<file path="config.mk">
export PLATFORM = sky130hd
export DESIGN_NAME = checksum_arbiter_flat
export DESIGN_NICKNAME = d
export VERILOG_FILES = /design/src/rtl/checksum_arbiter_if.sv /design/src/rtl/checksum_arbiter.sv /design/src/flat_wrapper.sv
export SDC_FILE = /design/constraint.sdc
export NUM_CORES = 1
export LEC_CHECK = 0
export BUFFER_PORTS_ARGS = -buffer_cell sky130_fd_sc_hd__buf_4
export CAP_MARGIN = 20
export CORE_MARGIN = 2
export CORE_UTILIZATION = 30
export DETAILED_ROUTE_END_ITERATION = 8
export GPL_TIMING_DRIVEN = 0
export PLACE_DENSITY_LB_ADDON = 0.15
export SLEW_MARGIN = 5
export SYNTH_ARGS = -nofsm -noshare
export SYNTH_HDL_FRONTEND = slang
export SYNTH_SLANG_ARGS = --single-unit
</file>
<file path="constraint.sdc">
create_clock -name clock -period 1.9 [get_ports clock]
set_input_delay 0.38 -clock clock [delete_from_list [all_inputs] [get_ports clock]]
set_output_delay 0.38 -clock clock [all_outputs]
set_load 0.005 [all_outputs]
</file>
<file path="src/rtl/checksum_arbiter_if.sv">
// rtl/checksum_arbiter_if.sv - requester-side and engine-side bus of the checksum arbiter
interface checksum_arbiter_if #(
  parameter int NUM_REQ = 4
);
  logic [NUM_REQ-1:0]    req;
  logic [NUM_REQ-1:0]    grant;
  logic [NUM_REQ-1:0]    req_data_valid;
  logic [8*NUM_REQ-1:0]  req_data;
  logic [NUM_REQ-1:0]    req_end_of_frame;
  logic [16*NUM_REQ-1:0] req_expected;
  logic [NUM_REQ-1:0]    result_valid;
  logic                  result_correct;
  logic [15:0]           result_value;
  logic                  result_error;
  logic                  busy;
  logic                  cs_reset;
  logic                  cs_data_valid;
  logic [7:0]            cs_data;
  logic                  cs_end_of_frame;
  logic [15:0]           cs_expected;
  logic                  cs_done;
  logic                  cs_correct;
  logic [15:0]           cs_value;

  modport slave (
    input  req, req_data_valid, req_data, req_end_of_frame, req_expected,
    input  cs_done, cs_correct, cs_value,
    output grant, result_valid, result_correct, result_value, result_error, busy,
    output cs_reset, cs_data_valid, cs_data, cs_end_of_frame, cs_expected
  );

  modport master (
    output req, req_data_valid, req_data, req_end_of_frame, req_expected,
    output cs_done, cs_correct, cs_value,
    input  grant, result_valid, result_correct, result_value, result_error, busy,
    input  cs_reset, cs_data_valid, cs_data, cs_end_of_frame, cs_expected
  );
endinterface

</file>
<file path="src/rtl/checksum_arbiter.sv">
// rtl/checksum_arbiter.sv - round-robin sharing of one checksum engine between byte-stream requesters
// One frame per grant; a watchdog plus engine-reset pulse recovers hung or abandoned frames.
module checksum_arbiter #(
  parameter int NUM_REQ        = 4,
  parameter int TIMEOUT_CYCLES = 64,
  parameter int FLUSH_CYCLES   = 2
) (
  input logic               clock,
  input logic               reset,
  checksum_arbiter_if.slave bus
);
  localparam int OW = (NUM_REQ > 1) ? $clog2(NUM_REQ) : 1;
  localparam int WW = $clog2(TIMEOUT_CYCLES) + 1;
  localparam int FW = (FLUSH_CYCLES > 1) ? $clog2(FLUSH_CYCLES) : 1;

  typedef enum logic [2:0] {
    S_IDLE,
    S_STREAM,
    S_WAIT_DONE,
    S_FLUSH,
    S_RESULT
  } state_t;

  state_t               state_q, state_d;
  logic [NUM_REQ-1:0]   grant_q, grant_d;
  logic [NUM_REQ-1:0]   result_valid_q, result_valid_d;
  logic [OW-1:0]        owner_q, owner_d;
  logic [OW-1:0]        rr_ptr_q, rr_ptr_d;
  logic [WW-1:0]        wd_q, wd_d;
  logic [FW-1:0]        flush_cnt_q, flush_cnt_d;
  logic                 cs_data_valid_q, cs_data_valid_d;
  logic [7:0]           cs_data_q, cs_data_d;
  logic                 cs_end_of_frame_q, cs_end_of_frame_d;
  logic [15:0]          cs_expected_q, cs_expected_d;
  logic                 result_correct_q, result_correct_d;
  logic [15:0]          result_value_q, result_value_d;
  logic                 result_error_q, result_error_d;

  logic                 pick_found;
  logic [OW-1:0]        pick_idx;
  logic [7:0]           own_data;
  logic [15:0]          own_expected;
  logic                 own_valid;
  logic                 own_eof;
  logic                 own_req;

  assign own_data     = bus.req_data[{owner_q, 3'b000} +: 8];
  assign own_expected = bus.req_expected[{owner_q, 4'b0000} +: 16];
  assign own_valid    = bus.req_data_valid[owner_q];
  assign own_eof      = bus.req_end_of_frame[owner_q];
  assign own_req      = bus.req[owner_q];

  // First requesting index at or above rr_ptr, wrapping at NUM_REQ.
  always_comb begin
    pick_found = 1'b0;
    pick_idx   = '0;
    for (int i = 0; i < NUM_REQ; i++) begin
      if (!pick_found && bus.req[(int'(rr_ptr_q) + i) % NUM_REQ]) begin
        pick_found = 1'b1;
        pick_idx   = OW'((int'(rr_ptr_q) + i) % NUM_REQ);
      end
    end
  end

  always_comb begin
    state_d           = state_q;
    grant_d           = grant_q;
    owner_d           = owner_q;
    rr_ptr_d          = rr_ptr_q;
    wd_d              = wd_q;
    flush_cnt_d       = flush_cnt_q;
    cs_data_valid_d   = 1'b0;
    cs_data_d         = cs_data_q;
    cs_end_of_frame_d = 1'b0;
    cs_expected_d     = cs_expected_q;
    result_valid_d    = '0;
    result_correct_d  = result_correct_q;
    result_value_d    = result_value_q;
    result_error_d    = result_error_q;

    unique case (state_q)
      S_IDLE: begin
        if (pick_found) begin
          grant_d           = '0;
          grant_d[pick_idx] = 1'b1;
          owner_d           = pick_idx;
          state_d           = S_STREAM;
        end
      end
      S_STREAM: begin
        cs_data_valid_d   = own_valid;
        cs_data_d         = own_data;
        cs_end_of_frame_d = own_eof;
        cs_expected_d     = own_expected;
        if (own_eof) begin
          wd_d    = '0;
          state_d = S_WAIT_DONE;
        end else if (!own_req) begin
          flush_cnt_d = '0;
          state_d     = S_FLUSH;
        end
      end
      S_WAIT_DONE: begin
        wd_d = wd_q + WW'(1);
        // A done arriving on the timeout cycle still counts as a good result.
        if (bus.cs_done) begin
          result_correct_d = bus.cs_correct;
          result_value_d   = bus.cs_value;
          result_error_d   = 1'b0;
          result_valid_d   = grant_q;
          grant_d          = '0;
          state_d          = S_RESULT;
        end else if (wd_q == WW'(TIMEOUT_CYCLES - 1)) begin
          flush_cnt_d = '0;
          state_d     = S_FLUSH;
        end
      end
      S_FLUSH: begin
        if (flush_cnt_q == FW'(FLUSH_CYCLES - 1)) begin
          result_correct_d = 1'b0;
          result_value_d   = '0;
          result_error_d   = 1'b1;
          result_valid_d   = grant_q;
          grant_d          = '0;
          state_d          = S_RESULT;
        end else begin
          flush_cnt_d = flush_cnt_q + FW'(1);
        end
      end
      S_RESULT: begin
        rr_ptr_d = (owner_q == OW'(NUM_REQ - 1)) ? '0 : owner_q + OW'(1);
        state_d  = S_IDLE;
      end
      default: state_d = S_IDLE;
    endcase
  end

  always_ff @(posedge clock) begin
    if (reset) begin
      state_q           <= S_IDLE;
      grant_q           <= '0;
      owner_q           <= '0;
      rr_ptr_q          <= '0;
      wd_q              <= '0;
      flush_cnt_q       <= '0;
      cs_data_valid_q   <= 1'b0;
      cs_data_q         <= '0;
      cs_end_of_frame_q <= 1'b0;
      cs_expected_q     <= '0;
      result_valid_q    <= '0;
      result_correct_q  <= 1'b0;
      result_value_q    <= '0;
      result_error_q    <= 1'b0;
    end else begin
      state_q           <= state_d;
      grant_q           <= grant_d;
      owner_q           <= owner_d;
      rr_ptr_q          <= rr_ptr_d;
      wd_q              <= wd_d;
      flush_cnt_q       <= flush_cnt_d;
      cs_data_valid_q   <= cs_data_valid_d;
      cs_data_q         <= cs_data_d;
      cs_end_of_frame_q <= cs_end_of_frame_d;
      cs_expected_q     <= cs_expected_d;
      result_valid_q    <= result_valid_d;
      result_correct_q  <= result_correct_d;
      result_value_q    <= result_value_d;
      result_error_q    <= result_error_d;
    end
  end

  assign bus.grant           = grant_q;
  assign bus.result_valid    = result_valid_q;
  assign bus.result_correct  = result_correct_q;
  assign bus.result_value    = result_value_q;
  assign bus.result_error    = result_error_q;
  assign bus.busy            = (state_q != S_IDLE);
  assign bus.cs_reset        = reset | (state_q == S_FLUSH);
  assign bus.cs_data_valid   = cs_data_valid_q;
  assign bus.cs_data         = cs_data_q;
  assign bus.cs_end_of_frame = cs_end_of_frame_q;
  assign bus.cs_expected     = cs_expected_q;
endmodule
</file>
<file path="src/flat_wrapper.sv">
// flat-port wrapper written by rule: the top's interface ports become plain ports
module checksum_arbiter_flat 
#(
  parameter int NUM_REQ        = 4,
  parameter int TIMEOUT_CYCLES = 64,
  parameter int FLUSH_CYCLES   = 2
)
  (clock, reset, bus_req, bus_req_data_valid, bus_req_data, bus_req_end_of_frame, bus_req_expected, bus_cs_done, bus_cs_correct, bus_cs_value, bus_grant, bus_result_valid, bus_result_correct, bus_result_value, bus_result_error, bus_busy, bus_cs_reset, bus_cs_data_valid, bus_cs_data, bus_cs_end_of_frame, bus_cs_expected);
  checksum_arbiter_if #(.NUM_REQ(NUM_REQ)) bus_i ();
  input logic clock;
  input logic reset;
  input wire logic [$bits(bus_i.req)-1:0] bus_req;
  input wire logic [$bits(bus_i.req_data_valid)-1:0] bus_req_data_valid;
  input wire logic [$bits(bus_i.req_data)-1:0] bus_req_data;
  input wire logic [$bits(bus_i.req_end_of_frame)-1:0] bus_req_end_of_frame;
  input wire logic [$bits(bus_i.req_expected)-1:0] bus_req_expected;
  input wire logic [$bits(bus_i.cs_done)-1:0] bus_cs_done;
  input wire logic [$bits(bus_i.cs_correct)-1:0] bus_cs_correct;
  input wire logic [$bits(bus_i.cs_value)-1:0] bus_cs_value;
  output wire logic [$bits(bus_i.grant)-1:0] bus_grant;
  output wire logic [$bits(bus_i.result_valid)-1:0] bus_result_valid;
  output wire logic [$bits(bus_i.result_correct)-1:0] bus_result_correct;
  output wire logic [$bits(bus_i.result_value)-1:0] bus_result_value;
  output wire logic [$bits(bus_i.result_error)-1:0] bus_result_error;
  output wire logic [$bits(bus_i.busy)-1:0] bus_busy;
  output wire logic [$bits(bus_i.cs_reset)-1:0] bus_cs_reset;
  output wire logic [$bits(bus_i.cs_data_valid)-1:0] bus_cs_data_valid;
  output wire logic [$bits(bus_i.cs_data)-1:0] bus_cs_data;
  output wire logic [$bits(bus_i.cs_end_of_frame)-1:0] bus_cs_end_of_frame;
  output wire logic [$bits(bus_i.cs_expected)-1:0] bus_cs_expected;
  assign bus_i.req = bus_req;
  assign bus_i.req_data_valid = bus_req_data_valid;
  assign bus_i.req_data = bus_req_data;
  assign bus_i.req_end_of_frame = bus_req_end_of_frame;
  assign bus_i.req_expected = bus_req_expected;
  assign bus_i.cs_done = bus_cs_done;
  assign bus_i.cs_correct = bus_cs_correct;
  assign bus_i.cs_value = bus_cs_value;
  assign bus_grant = bus_i.grant;
  assign bus_result_valid = bus_i.result_valid;
  assign bus_result_correct = bus_i.result_correct;
  assign bus_result_value = bus_i.result_value;
  assign bus_result_error = bus_i.result_error;
  assign bus_busy = bus_i.busy;
  assign bus_cs_reset = bus_i.cs_reset;
  assign bus_cs_data_valid = bus_i.cs_data_valid;
  assign bus_cs_data = bus_i.cs_data;
  assign bus_cs_end_of_frame = bus_i.cs_end_of_frame;
  assign bus_cs_expected = bus_i.cs_expected;
  checksum_arbiter #(.NUM_REQ(NUM_REQ), .TIMEOUT_CYCLES(TIMEOUT_CYCLES), .FLUSH_CYCLES(FLUSH_CYCLES)) u_core (.clock(clock), .reset(reset), .bus(bus_i));
endmodule
</file>
==> impl_metrics.yaml <==
detailed_routing:
  dr.pass1.iters: 4
  drtAntennaViolNets: 0
  wire_per_inst_um: 14.8
  drc: 0
  first_iter_violations: 155
  via_count: 3404
  avgViaCountPerCell: 4.86
  drt-total-wl_um: 10400
clock_tree:
  worstSkewPairLatency_ns: 0.34
  htree_levels: 3
  cts_sinks: 67
  cts-root-buf: "clkbuf_8"
  cts_setup_buffers: 0
  cts-buffers-inserted: 9
  cts_tree: "yes"
  clockBufferDepth: 2
  cts.clk_slew.worst_paths_ns: 0.08
timing:
  min_period_over_period: 0.968
  whs_ns: 0.282
  tightest_slew_ns: 0.578
  setup_viol: 0
  period_needed_ns: 1.84
  maxSlewViolCount: 0
  fmax_mhz: 544
  hold_viol: 0
  maxSlewHeadroom: 0.615
  finClkSkew_ns: 0.00842
run:
  drv_cap: 0
logic_synthesis:
  synth_edf_count: 0
  synth_flop_cell: "dfxtp_1"
  ys_seq_elements: 67
  syn_nets: 494
  ys_types: 41
  syn-cell-area_um2: 3310
  ys_async_sr_fraction: 0
  syn_area_per_cell_um2: 9.10
  syn-instance-count: 364
  seq_area_frac_synth: 0.405
  ys_warn_count: 0
floorplanning:
  core_um2: 10800
  die_h_um: 109
  io_pins: 182
  die-area_um2: 11900
  rows: 38
  initial_utilization: 0.307
  die_x_um: 109
power_and_ir_drop:
  vdd_drop_max_mv: 0.396
  powerDensity_nw_per_um2: 1040
  p_leak_nw: 2.15
global_routing:
  overflow: 0
  grt_pass1_wl_um: 15900
  grt_pass1_vias: 3233
  gr-usage-all-layers: 0.174
  grt_max_degree: 13
  antenna_found_initial: 0
placement:
  place_congestion: 0.785
  placed_cell_area_um2: 4840
  portBuffers: 180
  hpwl_um: 8270
setup_path:
  r2r_start: "u_core.state_q[2]$_SDFFE_PP0P_"
  cp-startpoint: "u_core.state_q[2]$_SDFFE_PP0P_"
  arrival_ns: 1.46
  cp_max_fo: 10
  required_ns: 1.52
  crit_path_end_kind: "output port"
  startpoint_type: "flip-flop"
  critical_path_class: "flip-flop to output port"
final_layout:
  nets: 685
  n_fill_cell: 1050
  multiInputGateArea_um2: 1850
  seq_area_um2: 1340
  syn_to_final_growth_pct: 53.4
  drive_gt1_frac: 0.463
  antennaDiodeCount: 0
  final_area_um2: 5080
worst_hold_path:
  hold_path.startpoint: "bus_cs_value[2]"
  hold_class: "primary input to flip-flop"
run_status:
  status: "finished clean"
-- cells in the final DEF (no fill, tap or decap), types with 4 or more instances in the layout --
cell and n:
buf_4 182, nand2_1 82, dfxtp_1 65, a21oi_1 52, mux4_2 27, nand3_1 21, nor2_1 16, buf_2 11
clkbuf_8 9, o21ai_0 8, clkbuf_1 7, nor3_1 6, clkbuf_2 5, inv_1 5, and2_1 4, nor2b_1 4
a311oi_1 4, nand2b_1 4
-- final timing paths --
path	end	slack [ns]	cells after the start
setup / recovery	bus_cs_reset	0.06	4
hold / removal	u_core.bus.result_value[2]$_SDFFE_PP0P_	0.28	3
setup reg to reg	u_core.bus.grant[2]$_SDFFE_PP0P_	0.15	6
hold reg to reg	u_core.bus.cs_expected[15]$_SDFFE_PP0N_	0.46	2
-- registers in the layout, indices dropped and copies added, names as in the netlist --
| register | flops |
|---|---|
| u_core.owner_q | 2 |
| u_core.bus.cs_data_valid | 1 |
| u_core.bus.grant | 4 |
| u_core.bus.cs_end_of_frame | 1 |
| u_core.flush_cnt_q | 1 |
| u_core.state_q | 3 |
| u_core.rr_ptr_q | 2 |
| u_core.bus.result_value | 16 |
| u_core.bus.result_correct | 1 |
| u_core.wd_q | 7 |
| u_core.bus.result_valid | 4 |
| u_core.bus.cs_expected | 16 |
| u_core.bus.cs_data | 8 |
| u_core.bus.result_error | 1 |
-- layout make-up --
type,instances,share of cell area
plain buffers,27,0.0283
clock buffers,9,0.0244
clock inverters,7,0.0136
inverters,5,0.00370
multi-input cells,265,0.365
flip-flops and latches,67,0.265
well taps,140,0.0345
repair buffers,180,0.266
-- routing by layer --
metal  wire [um]  share of wire  global-route usage  vias up
li1            -              -                   -     1682
met1        4330           0.42               0.218     1558
met5           0              0                   0        -
met3         938          0.090              0.0436       10
met2        4960           0.48               0.287      154
met4         154          0.015              0.0659        0
-- logic make-up (layout without fill, tap and decap cells) --
family                   after synthesis  in the layout  synth area share
flip-flops                            67             67             0.405
adder cells (fa/ha/maj)                2              2           0.00756
buffers and inverters                 32            228            0.0438
AO/OA/AOI/OAI                         79             79             0.137
AND/OR/NAND/NOR                      153            153             0.211
multiplexers                          31             31             0.196
-- cell usage after synthesis, drive strengths merged, types with 2 or more instances --
library cell / number / area (um2)
nand2b: 4 / 25.0
nor2b: 4 / 25.0
a21o: 2 / 15.0
a211oi: 3 / 22.5
and2: 4 / 25.0
dfxtp: 67 / 1340
mux2i: 3 / 30.0
a21oi: 54 / 274
nor3: 6 / 30.0
nand2: 83 / 314
mux4: 27 / 608
nor3b: 3 / 22.5
o22ai: 2 / 12.5
a311oi: 4 / 35.0
clkbuf: 13 / 48.8
and3: 3 / 18.8
ha: 2 / 25.0
inv: 5 / 18.8
or2: 2 / 15.0
nor2: 18 / 70.1
buf: 14 / 77.6
o21ai: 8 / 40.0
nand3: 22 / 110
-- power by group --
part / switching (mW) / internal, mW / leakage, nW
combinational: 1.14 / 1.13 / 1.50
sequential: 0.151 / 1.68 / 0.546
clock: 0.569 / 0.601 / 0.0950
-- critical path: stages, from the launching register on --
cell and delay [ns]:
dfxtp_2 0.37, buf_6 0.14, and2b_2 0.28, a21o_1 0.20, buf_4 0.13
-- through the flow --
step,total power [mW],setup TNS (ns),instances,setup WS (ns),utilization
floorplan,3.14,0,364,0.254,-
global placement,4.06,-2.16,684,-0.194,0.448
detailed placement,4.09,-2.37,684,-0.173,0.448
CTS,5.27,0,700,0.0115,0.467
global route,5.65,-0.00363,700,-0.00363,0.471
finish,5.26,0,700,0.0613,0.471
-- repair_timing --
action | in CTS | in global routing
gates resized for setup | 5 | 20
hold buffers | 0 | 0
endpoints found under the setup margin | 10 | 44
Power figures use the tool's default switching activity.
